==> config.mk <==
export PLATFORM = sky130hd
export DESIGN_NAME = spi_arbiter
export DESIGN_NICKNAME = d
export VERILOG_FILES = /design/src/rtl/spi_arbiter.sv
export SDC_FILE = /design/constraint.sdc
export NUM_CORES = 1
export LEC_CHECK = 0
export CAP_MARGIN = 20
export CORE_MARGIN = 3
export CORE_UTILIZATION = 43
export DETAILED_ROUTE_END_ITERATION = 8
export GPL_ROUTABILITY_DRIVEN = 0
export PLACE_DENSITY = 0.79
export SYNTH_ARGS = -nofsm -noshare
export SYNTH_HDL_FRONTEND = slang
export SYNTH_SLANG_ARGS = --single-unit
==> constraint.sdc <==
create_clock -name clk -period 1.53 [get_ports clk]
set_input_delay 0.3825 -clock clk [delete_from_list [all_inputs] [get_ports clk]]
set_output_delay 0.3825 -clock clk [all_outputs]
set_load 0.005 [all_outputs]
==> src/rtl/spi_arbiter.sv <==
// spi_arbiter: two-requester round-robin arbiter that sequences one SPI write or read frame per grant
module spi_arbiter #(
   parameter int DATA_W    = 8,
   parameter int ADDR_W    = 4,
   parameter int FRAME_LEN = DATA_W + ADDR_W,
   parameter int TMO_SLACK = 2
) (
   input  logic              clk,
   input  logic              rst,
   input  logic [1:0]        req_in,
   input  logic [1:0]        we_in,
   input  logic [DATA_W-1:0] wdata0_in,
   input  logic [DATA_W-1:0] wdata1_in,
   output logic [1:0]        ack_out,
   output logic [1:0]        err_out,
   output logic [DATA_W-1:0] rsp_rdata_out,
   output logic [ADDR_W-1:0] rsp_addr_out,
   output logic              gnt_out,
   output logic              busy_out,
   output logic              spi_send_out,
   output logic              spi_read_out,
   output logic [DATA_W-1:0] spi_wdata_out,
   input  logic              spi_ready_in,
   input  logic [DATA_W-1:0] spi_rdata_in,
   input  logic [ADDR_W-1:0] spi_addr_in
);
   localparam int CNT_W = $clog2(FRAME_LEN + TMO_SLACK) + 1;
   localparam logic [CNT_W-1:0] WR_LAST  = CNT_W'(FRAME_LEN - 1);
   localparam logic [CNT_W-1:0] TMO_LAST = CNT_W'(FRAME_LEN + TMO_SLACK - 1);

   typedef enum logic [2:0] {IDLE, ISSUE, BUSY, LATCH, ACK} state_t;

   state_t           r_state;
   logic [CNT_W-1:0] r_cnt;
   logic             r_dir;
   logic             w_idx;
   logic             w_we;
   logic [DATA_W-1:0] w_wdata;
   logic [1:0]       w_ack;

   // round-robin pick: on a tie the requester that was not granted last wins
   always_comb begin
      w_idx   = (req_in == 2'b11) ? ~gnt_out : req_in[1];
      w_we    = we_in[w_idx];
      w_wdata = w_idx ? wdata1_in : wdata0_in;
      w_ack   = gnt_out ? 2'b10 : 2'b01;
   end

   // frame sequencer; every output is registered so strobes line up with the state they belong to
   always_ff @(posedge clk) begin
      if (rst) begin
         r_state       <= IDLE;
         r_cnt         <= '0;
         r_dir         <= 1'b0;
         gnt_out       <= 1'b1;
         ack_out       <= '0;
         err_out       <= '0;
         rsp_rdata_out <= '0;
         rsp_addr_out  <= '0;
         busy_out      <= 1'b0;
         spi_send_out  <= 1'b0;
         spi_read_out  <= 1'b0;
         spi_wdata_out <= '0;
      end else begin
         ack_out <= '0;
         err_out <= '0;
         case (r_state)
            IDLE: if (|req_in) begin
               gnt_out       <= w_idx;
               r_dir         <= w_we;
               spi_wdata_out <= w_wdata;
               spi_send_out  <= w_we;
               spi_read_out  <= ~w_we;
               busy_out      <= 1'b1;
               r_state       <= ISSUE;
            end
            ISSUE: begin
               r_cnt        <= '0;
               spi_send_out <= 1'b0;
               r_state      <= BUSY;
            end
            BUSY: begin
               r_cnt <= r_cnt + 1'b1;
               if (r_dir) begin
                  if (r_cnt == WR_LAST) begin
                     ack_out <= w_ack;
                     r_state <= ACK;
                  end
               end else if (spi_ready_in) begin
                  spi_read_out <= 1'b0;
                  r_state      <= LATCH;
               end else if (r_cnt == TMO_LAST) begin
                  spi_read_out <= 1'b0;
                  ack_out      <= w_ack;
                  err_out      <= w_ack;
                  r_state      <= ACK;
               end
            end
            LATCH: begin
               rsp_rdata_out <= spi_rdata_in;
               rsp_addr_out  <= spi_addr_in;
               ack_out       <= w_ack;
               r_state       <= ACK;
            end
            ACK: begin
               busy_out <= 1'b0;
               r_state  <= IDLE;
            end
            default: r_state <= IDLE;
         endcase
      end
   end
endmodule

==> summary.txt, run 1 <==
CTS
  – CTS root buffer: clkbuf_8
  – TritonCTS Buffers: 5
  – Clk pin slew, worst setup/hold paths: 70 ps
  – H-tree depth: 2
  – Cts-stage hold buffer count: 0
  – CTS tree: yes
  – Worst skew pair latency: 290 ps
  – Clock sinks: 37
  – Buffer depth of the longest clock path: 2
  – Postcts setup bufs: 0

Critical path
  – CP Buf/Inv Count: 1
  – Crit path max-delay cell type: clkdlybuf4s50_1
  – Crit Path Max Fanout: 2
  – Reg-to-reg endpoint: r_state[1]$_SDFFE_PP0P_
  – CP top delay family: buffers and inverters
  – Startpoint types: register
  – CP Data Arrival Time: around 1100 ps
  – Slowest cell delay on critical path: 510 ps
  – CP Cell Sequence: clkdlybuf4s50_1
  – CP Capture Type: output port
  – R2R depth: 5
  – R2R Path Start: r_cnt[0]$_SDFFE_PP0P_
  – Crit Path Class: register to output port
  – CP required: between 1000 and 1500 ps
  – R2R Setup Slk: around 90 ps

Logic synthesis
  – Average size of a mapped cell: ~9.4 um^2
  – #FFs+latches synth: 37
  – Syn_nets: between 200 and 250
  – Cell taking the most area after synthesis: dfxtp_1
  – Synth area leaders: dfxtp_1 45%, mux2i_1 12%, nor2_1 7.8%
  – Synth top area share: around 45%
  – Sequential fraction of the synthesis area: approximately 45%
  – Cell area after synthesis: roughly 0.0016 mm^2
  – Yosys warns: 0
  – Post-synth cell types: 44
  – Post-Synthesis Cells: between 150 and 200

Timing
  – Max-Slew Margin vs Limit: between 70% and 80%
  – RSZ-0062 raised after global routing: yes
  – Final Skew: between 6 and 7 ps
  – Worst-margin pin slew: 307 ps
  – Final period util: 98.6%
  – Final worst slack: around 21 ps
  – Final Max Slew Viols: 0
  – Final setup vio count: 0
  – WHS: 491 ps
  – Setup TNS: 0 ps
  – Final Hold Fails: 0
  – Minimum clock period: between 1500 and 2000 ps
  – Max Clk Rate: approximately 0.66 GHz

Hold path
  – Min-delay src: spi_read_out$_SDFFE_PP0P_
  – Hold endpoint: spi_read_out$_SDFFE_PP0P_
  – Hold WC Path Type: register to register
  – Hold Crit Depth: 2

Route
  – Vias: 1485
  – First-iteration detailed-routing DRC count: around 90
  – Number of routed nets with antenna violations: 0
  – Pre-antenna DRT Iters: 4
  – Routed len/inst: between 10 and 15 um
  – DRC: 0
  – Final wirelength: about 3800 um
  – Vias per std cell: between 5 and 6

Cells and area
  – Nets@finish: about 280
  – Layout cell share with drive strength beyond 1: between 10 and 15%
  – Reg area: between 700 and 800 um^2
  – Area of the multi-input gates: ~780 um^2
  – Area Growth Syn to Fin: 51.7%
  – # diodes: 0
  – # fillers: 266

Floorplan
  – # rows: 21
  – Core footprint: about 0.0035 mm^2
  – Die width: between 60 and 70 um
  – Die area: around 0.0046 mm^2
  – Die span in y: a little under 70 um
  – Initial Util: 46.7%
  – I/O pin total: 63

Global route
  – Global-route usage over all layers: between 10% and 20%
  – Initial antenna violation count: 0
  – First-pass GRT wire length: roughly 6000 um
  – Total gr overflow: 0
  – Largest net degree at the start of global routing: 20
  – Vias in the first global route: 1339

Pwr
  – Static leakage: 0.00132 uW
  – Final Power: about 2600 uW
  – Max VDD drop: about 0.74 mV
  – Power Density: a little over 1000 mW/mm^2

Place
  – Worst slack at placement: -251 ps
  – Port Buffer Count: slightly above 60
  – DP HPWL: around 2900 um

Run status
  – Status: completed

Job
  – Max Cap Viol: 0
## Yosys cell counts, drive strengths merged
library cell   n
and2           1
nor4           1
nor3           5
ha             2
a41oi          1
a2bb2oi        1
nand2          6
nand2b         3
mux2           1
a21o           1
a22oi          1
clkbuf         5
o21bai         1
or3            1
nor2b          2
o21a           1
mux2i         20
nand4          1
or4            1
a2111oi        1
a31oi          3
dfxtp         37
a41o           1
o22ai          2
nor2          34
o211a          1
a21oi          5
and2b          1
o21ai          2
a211oi         9
buf            8
a21bo          1
inv            5
or2            2
nand3          3
and3           2
nand4b         1
a22o           1
## registers in the layout, summed over array words and instances, names as in the netlist
| signal | flops |
|---|---|
| busy_out | 1 |
| r_cnt | 5 |
| gnt_out | 1 |
| rsp_rdata_out | 8 |
| spi_send_out | 1 |
| err_out | 2 |
| r_dir | 1 |
| r_state | 3 |
| ack_out | 2 |
| spi_read_out | 1 |
| spi_wdata_out | 8 |
| rsp_addr_out | 4 |
## cell usage in the layout, fill, tap and decap left out, types with 3 or more instances in the layout
| master | count |
|---|---|
| a211oi_1 | 9 |
| a21oi_1 | 5 |
| a31oi_1 | 3 |
| buf_4 | 15 |
| clkbuf_8 | 6 |
| clkdlybuf4s50_1 | 43 |
| dfxtp_1 | 33 |
| dfxtp_2 | 4 |
| dlygate4sd2_1 | 6 |
| dlymetal6s2s_1 | 13 |
| inv_1 | 5 |
| mux2i_1 | 20 |
| nand2_1 | 6 |
| nand3_1 | 3 |
| nor2_1 | 34 |
| nor3_1 | 4 |
## metrics by stage
| step | std cells | instance area (um^2) | util (%) |
|---|---|---|---|
| 3_5_place_dp | 284 | 2320 | 66.5 |
| 6_report | 292 | 2470 | 70.8 |
| 3_3_place_gp | 284 | 2320 | 66.5 |
| 2_1_floorplan | 174 | 1630 | - |
| 5_1_grt | 292 | 2470 | 70.8 |
| 4_1_cts | 292 | 2430 | 69.7 |
## timing repair
action | 4_1_cts | 5_1_grt
hold endpoints to repair | 0 | 0
gates resized for setup | 7 | 19
setup endpoints to repair | 7 | 30
gates cloned | 0 | 0
## tightest hold or removal path, delay by kind of cell, from the launching register on
| family | cells | cell delay [ps] |
|---|---|---|
| DFF | 1 | 320 |
| AOI/OAI and AO/OA | 1 | 70 |
| and+or+nand+nor | 1 | 60 |
## worst max-delay path by stage
| stage | startpoint | end | slack, ps | depth (start not counted) |
|---|---|---|---|---|
| after global placement | req_in[1] | spi_send_out$_SDFFE_PP0P_ | -200 | 5 |
| after global routing | req_in[0] | spi_wdata_out[0]$_SDFFE_PP0P_ | -2 | 6 |
| after CTS | rsp_addr_out[0]$_SDFFE_PP0N_ | rsp_addr_out[0] | 0.7 | 1 |
| final | rsp_rdata_out[7]$_SDFFE_PP0N_ | rsp_rdata_out[7] | 20 | 1 |
| after floorplan | r_cnt[0]$_SDFFE_PP0P_ | r_state[1]$_SDFFE_PP0P_ | 150 | 5 |
| after detailed placement | req_in[1] | spi_wdata_out[0]$_SDFFE_PP0P_ | -250 | 5 |
## report_power, final
part | switching [uW] | internal (uW)
Sequential | 57.3 | 1050
Clock | 349 | 531
Combinational | 249 | 335
## per-layer routing
| layer | global-route usage, % | routed length, um | part of all wire, % | up-vias |
|---|---|---|---|---|
| li1 | - | - | - | 744 |
| met3 | 6.49 | 327 | 8.7 | 6 |
| met4 | 7.59 | 60 | 1.6 | 0 |
| met2 | 28.8 | 1810 | 48 | 56 |
| met5 | 0 | 0 | 0 | - |
| met1 | 20.8 | 1580 | 42 | 679 |
## logic make-up (layout without fill, tap and decap cells)
family,Yosys count,count (layout),synth area share [%]
flops,37,37,45.4
buf+inv,18,90,7.13
mux,21,21,13.0
fa+ha+maj,2,2,1.53
simple gates,64,64,18.9
compound gates,32,32,14.0
## area by class of cell
cell class,count,area share [%]
flip-flops and latches,37,30.1
well taps,46,2.33
multi-input cells,119,31.4
clock buffers,7,3.49
inverters,5,0.758
repair buffers,77,30.6
clock inverters,1,1.21
No activity file was read; power rests on OpenSTA's default activity.
==> inputs of run 2 (changes only) <==
- clock period: 1.53 -> 1.4 ns (I/O delays scaled with it)
==> run 2 against run 1 <==
Against the previous run: the flow now finishes with violations (negative setup slack); cell area rose by 2.0%; total power grew 2.8%; sequential cell count did not move; clock-buffer cell count is 2 lower; final cell count up 1.4%; global-route usage increased by 0.65 points; clock power down 15%; core utilization increased by 1.4 points; critical path depth is 4 higher; sequential share of layout area down 0.30 points; critical endpoint is now r_state[1]$_SDFFE_PP0P_.
==> summary.txt, run 2 (synthesized netlist as in run 1, its figures left out) <==
CTS
  – Clk pin slew, worst setup/hold paths: 70 ps (about the same)
  – Buffer depth of the longest clock path: 2 (unchanged)
  – CTS tree: yes
  – Worst skew pair latency: 290 ps (about the same)
  – Cts-stage hold buffer count: 0 (unchanged)
  – Clock sinks: 37 (unchanged)
  – CTS root buffer: clkbuf_8
  – TritonCTS Buffers: 5 (unchanged)
  – H-tree depth: 2 (unchanged)

Run status
  – Status: finished, violations left
  – Violated checks: negative setup slack

Timing
  – Final worst slack: -7.06 ps (-28.0 ps)
  – Max Clk Rate: between 0.7 and 0.8 GHz
  – Final period util: 101%
  – Max-Slew Margin vs Limit: 80.9% (+1.5 points)
  – Final Hold Fails: 0 (unchanged)
  – RSZ-0062 raised after global routing: yes
  – Final setup vio count: 1 (+1)
  – Setup TNS: -7.06 ps (-7.06 ps)
  – Final Max Slew Viols: 0 (unchanged)
  – Worst-margin pin slew: 285 ps (-21.7 ps)
  – Final Skew: 6.72 ps (-0.0879 ps)
  – Minimum clock period: 1410 ps

Pwr
  – Max VDD drop: 0.766 mV (+3.9%)
  – Internal Power: 1880 uW (-1.6%)
  – Switch Pwr: 758 uW (+16%)
  – Seq pwr share: 46.2% (+3.2 points)
  – Net Sw Frac: 28.7% (+3.2 points)
  – Static leakage: 0.00124 uW (-6.2%)
  – Logic pwr share: 25.5% (+2.8 points)
  – Clk network pwr share: 28.3% (-6.0 points)
  – Power Density: 1050 mW/mm^2 (+0.76%)

Critical path
  – CP Data Arrival Time: 1630 ps (+500 ps)
  – Crit path max-delay cell type: dfxtp_2
  – CP Cell Sequence: ha_2 > nor2b_1 > and3_1 > or3_1 > o22ai_1
  – Startpoint types: register
  – CP Buf/Inv Count: 0 (-1)
  – Crit Path Class: register to register
  – Crit Path Max Fanout: 4 (+2)
  – CP required: 1620 ps (+470 ps)
  – CP Capture Type: register
  – CP top delay family: simple AND/OR/NAND/NOR gates
  – Slowest cell delay on critical path: 350 ps (-160 ps)

Global route
  – Largest net degree at the start of global routing: 21 (+5.0%)
  – Vias in the first global route: 1430 (+6.8%)
  – First-pass GRT wire length: 6200 um (+3.2%)
  – Total gr overflow: 0 (unchanged)
  – Global-route usage over all layers: 18.4% (+0.65 points)
  – Initial antenna violation count: 0 (unchanged)

Floorplan
  – Die width: 67.6 um (unchanged)
  – Initial Util: 46.7% (unchanged)
  – Die area: 0.00457 mm^2 (unchanged)
  – Core footprint: 0.00349 mm^2 (unchanged)
  – Die span in y: 67.6 um (unchanged)
  – I/O pin total: 63 (unchanged)
  – # rows: 21 (unchanged)

Hold path
  – Hold WC Path Type: primary input to register

Cells and area
  – Post-layout util: 72.3% (+1.4 points)
  – Area Growth Syn to Fin: 54.8%
  – Final Instance Count excl. Fillers: 296 (+1.4%)
  – Layout cell share with drive strength beyond 1: 21.2% (+7.8 points)
  – # diodes: 0 (unchanged)
  – Commonest non-fill, non-tap cells in the layout: 33 x nor2_1, 32 x clkdlybuf4s50_1, 31 x dfxtp_1
  – Nets@finish: 286 (+1.4%)
  – Most common cell after layout, fill and taps aside: nor2_1
  – Largest regs: rsp_rdata_out x8, spi_wdata_out x8, r_cnt x5

Place
  – DP HPWL: 2760 um (-3.1%)
  – Port Buffer Count: 62 (unchanged)
  – Placed Cells: 288 (+1.4%)
  – Worst slack at placement: -382 ps (-131 ps)

Route
  – First-iteration detailed-routing DRC count: 74 (-16%)
  – Pre-antenna DRT Iters: 4 (unchanged)
  – Vias per std cell: 4.99 (-1.9%)
  – DRC: 0 (unchanged)
  – Routed len/inst: 12.7 um (-1.6%)
  – Vias: 1477 (-0.54%)
  – Number of routed nets with antenna violations: 0 (unchanged)
  – Final wirelength: 3770 um (-0.21%)

Job
  – Max Cap Viol: 0 (unchanged)
-- run 2: changes by cell type in the layout (fill, tap and decap cells not counted), moves of 2 or more --
cell             previous run  this run
nor3_1                      4         0
dlymetal6s2s_1             13         2
dlygate4sd2_1               6        28
ha_1                        2         0
a211oi_2                    0         2
clkdlybuf4s50_1            43        32
dfxtp_4                     0         2
dfxtp_1                    33        31
a211oi_1                    9         7
nor3_2                      1         5
-- run 2: power by group through the flow --
stage / logic (uW) / clock network [uW] / registers, uW
floorplan: 340 / 0 / 1230
global placement: 673 / 0 / 1230
detailed placement: 680 / 0 / 1240
CTS: 663 / 767 / 1220
global route: 744 / 809 / 1240
finish: 673 / 746 / 1220
-- run 2: timing repair --
item	4_1_cts	5_1_grt
endpoints found under the setup margin	34	28
buffers inserted	1	0
gates resized for setup	42	16
pin swaps	3	8
hold endpoints to repair	0	0
-- run 2: metal layers --
layer	vias up	global-route usage, %	wire (um)
li1	756	-	-
met1	661	19.8	1510
met2	53	30.4	1840
met3	7	8.49	331
met4	0	8.35	83
met5	-	0	0
-- run 2: area by class of cell --
type / instances / area [um^2]
Tap cell: 46 / 57.6
Fill cell: 285 / 970
Multi-Input combinational cell: 119 / 846
Timing Repair Buffer: 81 / 757
Clock inverter: 3 / 21.3
Inverter: 5 / 21.3
Sequential cell: 37 / 753
Clock buffer: 5 / 68.8
-- run 2: metrics by stage --
step                total power [uW]  instance area, um^2  hold WS (ps)
finish                          2640                 2520           440
global route                    2790                 2520           468
CTS                             2650                 2470           465
detailed placement              1920                 2370           477
global placement                1910                 2370           470
floorplan                       1570                 1630           466
-- run 2: worst register-to-register path, delay by kind of cell, from the launching register on --
family | cells | cell delay, ps
AND/OR/NAND/NOR | 3 | 640
AO/OA/AOI/OAI | 1 | 160
adder cells (fa/ha/maj) | 1 | 190
flip-flops | 1 | 350
-- run 2: worst paths after layout --
path | slack, ps | end | from | cells past startpoint
setup / recovery | -7 | r_state[1]$_SDFFE_PP0P_ | r_cnt[0]$_SDFFE_PP0P_ | 5
hold / removal | 440 | gnt_out$_SDFFE_PP1P_ | req_in[1] | 3
setup reg to reg | -7 | r_state[1]$_SDFFE_PP0P_ | r_cnt[0]$_SDFFE_PP0P_ | 5
hold reg to reg | 470 | err_out[0]$_SDFF_PP0_ | gnt_out$_SDFFE_PP1P_ | 1
==> inputs of run 3 (changes only) <==
- HOLD_SLACK_MARGIN: default -> 0.02
- MAX_ROUTING_LAYER: default -> met4
==> run 3 against run 2 <==
Against the previous run: the run still ends with negative setup slack left; non-clock buffer count unchanged; global-route usage up 0.52 points; combinational power about the same; critical path type unchanged; largest cell class unchanged.
==> summary.txt, run 3 (synthesized netlist as in run 1, its figures left out) <==
Critical path
  – R2R Path Start: r_cnt[1]$_SDFFE_PP0P_
  – R2R depth: 5 (unchanged)
  – CP Cell Sequence: ha_2 > nor2b_1 > and3_1 > or3_1 > o22ai_1
  – Crit path max-delay cell type: dfxtp_4
  – Reg-to-reg endpoint: r_state[1]$_SDFFE_PP0P_
  – Slowest cell delay on critical path: 370 ps (+20 ps)
  – Crit Path Max Fanout: 4 (unchanged)
  – Crit Path Class: register to register
  – CP Data Arrival Time: 1620 ps (about the same)
  – CP required: 1620 ps (about the same)
  – CP Capture Type: register
  – R2R Setup Slk: -5 ps (about the same)
  – Startpoint types: register

Global route
  – Global-route usage over all layers: 18.9% (+0.52 points)
  – Vias in the first global route: 1428 (-0.14%)
  – First-pass GRT wire length: 6210 um (+0.23%)
  – Busiest layer in global routing: met2
  – Routing usage on met2: 30.4% (unchanged)
  – Met1 usage: 20.2% (+0.41 points)
  – Total gr overflow: 0 (unchanged)
  – Initial antenna violation count: 0 (unchanged)
  – Met3 layer usage reported by global route: 7.82% (-0.67 points)
  – Largest net degree at the start of global routing: 21 (unchanged)

CTS
  – TritonCTS Buffers: 5 (unchanged)
  – Worst skew pair latency: 290 ps (about the same)
  – Buffer depth of the longest clock path: 2 (unchanged)
  – CTS tree: yes
  – H-tree depth: 2 (unchanged)
  – Clock sinks: 37 (unchanged)
  – CTS root buffer: clkbuf_8
  – Clk pin slew, worst setup/hold paths: 70 ps (about the same)

Cells and area
  – # fillers: 285 (unchanged)
  – Final Instance Count excl. Fillers: 296 (unchanged)
  – Commonest non-fill, non-tap cells in the layout: 33 x nor2_1, 32 x clkdlybuf4s50_1, 31 x dfxtp_1
  – Layout cell share with drive strength beyond 1: 21.2% (unchanged)
  – Nets@finish: 286 (unchanged)
  – Final instance area: 0.00252 mm^2 (unchanged)
  – Most common cell after layout, fill and taps aside: nor2_1
  – Largest regs: rsp_rdata_out x8, spi_wdata_out x8, r_cnt x5
  – # diodes: 0 (unchanged)
  – Area Growth Syn to Fin: 54.8% (unchanged)

Pwr
  – Logic pwr share: 25.5% (about the same)
  – Clk network pwr share: 28.3% (about the same)
  – Max VDD drop: 0.766 mV (about the same)
  – Net Sw Frac: 28.8% (+0.049 points)
  – Static leakage: 0.00124 uW (unchanged)
  – Power Density: 1050 mW/mm^2 (about the same)
  – Switch Pwr: 760 uW (+0.26%)
  – Final Power: 2640 uW (about the same)
  – Internal Power: 1880 uW (about the same)
  – Seq pwr share: 46.2% (about the same)

Run status
  – Violated checks: negative setup slack
  – Status: finished, violations left

Route
  – First-iteration detailed-routing DRC count: 78 (+5.4%)
  – Pre-antenna DRT Iters: 4 (unchanged)
  – Routed len/inst: 12.7 um (unchanged)
  – Final wirelength: 3770 um (unchanged)
  – Vias: 1481 (+0.27%)
  – Number of routed nets with antenna violations: 0 (unchanged)
  – DRC: 0 (unchanged)
  – Vias per std cell: 5.00 (+0.27%)

Floorplan
  – Die span in y: 67.6 um (unchanged)
  – Die width: 67.6 um (unchanged)
  – I/O pin total: 63 (unchanged)
  – Die area: 0.00457 mm^2 (unchanged)
  – Core footprint: 0.00349 mm^2 (unchanged)
  – Initial Util: 46.7% (unchanged)
  – # rows: 21 (unchanged)

Hold path
  – Hold WC Path Type: primary input to register
  – Min-delay src: req_in[1]
  – Hold endpoint: gnt_out$_SDFFE_PP1P_
  – Hold Crit Depth: 3 (unchanged)

Place
  – Placed Cells: 288 (unchanged)
  – Cell Area, Placed: 0.00237 mm^2 (unchanged)
  – DP HPWL: 2760 um (unchanged)
  – Port Buffer Count: 62 (unchanged)

Timing
  – Final period util: 100% (-0.18 points)
  – Final setup vio count: 1 (unchanged)
  – RSZ-0062 raised after global routing: yes
  – Worst-margin pin slew: 286 ps (+0.792 ps)
  – WHS: 438 ps (-2.17 ps)
  – Max-Slew Margin vs Limit: 80.8% (about the same)
  – Final Max Slew Viols: 0 (unchanged)
  – Final Hold Fails: 0 (unchanged)
  – Final Skew: 5.48 ps (-1.24 ps)
  – Minimum clock period: 1400 ps (-2.46 ps)
  – Max Clk Rate: 0.712 GHz (+0.18%)
  – Final worst slack: -4.60 ps (+2.46 ps)

Job
  – Max Cap Viol: 0 (unchanged)
## run 3: cell counts in the layout (fill, tap and decap cells not counted)
No cell type changed its count.
## run 3: timing repair
item,in CTS,in global routing
hold endpoints to repair,0,0
endpoints found under the setup margin,34,28
pin swaps,3,8
hold buffers,0,0
gates resized for setup,42,16
setup buffers,1,0
## run 3: worst max-delay path by stage
stage | end | start | slack (ps)
CTS | r_state[1]$_SDFFE_PP0P_ | r_cnt[1]$_SDFFE_PP0P_ | 10
detailed placement | spi_wdata_out[1]$_SDFFE_PP0P_ | req_in[1] | -380
global placement | spi_send_out$_SDFFE_PP0P_ | req_in[1] | -300
global route | r_state[1]$_SDFFE_PP0P_ | r_cnt[1]$_SDFFE_PP0P_ | -80
floorplan | r_state[1]$_SDFFE_PP0P_ | r_cnt[0]$_SDFFE_PP0P_ | 20
finish | r_state[1]$_SDFFE_PP0P_ | r_cnt[1]$_SDFFE_PP0P_ | -5
## run 3: layout make-up
type / count / area (um^2) / share of cell area (%)
clock buffers: 5 / 68.8 / 2.73
clock inverters: 3 / 21.3 / 0.842
inverters: 5 / 21.3 / 0.842
multi-input cells: 119 / 846 / 33.5
flip-flops and latches: 37 / 753 / 29.8
well taps: 46 / 57.6 / 2.28
repair buffers: 81 / 757 / 30.0
## run 3: per-layer routing
metal	vias to the layer above	part of all wire [%]
met5	-	0
met4	0	2.2
met3	7	7.4
met2	50	49
met1	669	41
li1	755	-
## run 3: critical path, delay by kind of cell, from the launching register on
family	cells	cell delay (ps)
AO/OA/AOI/OAI	1	160
flip-flops	1	370
adder cells (fa/ha/maj)	1	170
AND/OR/NAND/NOR	3	640
## run 3: metrics by stage
stage	worst slack, ps	utilization (%)	TNS [ps]
floorplan	17.8	-	0
global placement	-299	67.7	-3760
detailed placement	-382	67.7	-4010
CTS	14.5	70.7	0
global route	-75.4	72.3	-136
finish	-4.60	72.3	-4.60
## run 3: power groups by stage
stage	sequential [uW]	combinational (uW)	clock [uW]
after floorplan	1230	340	0
after global placement	1230	673	0
after detailed placement	1240	680	0
after CTS	1220	663	767
after global routing	1240	744	809
final	1220	674	748
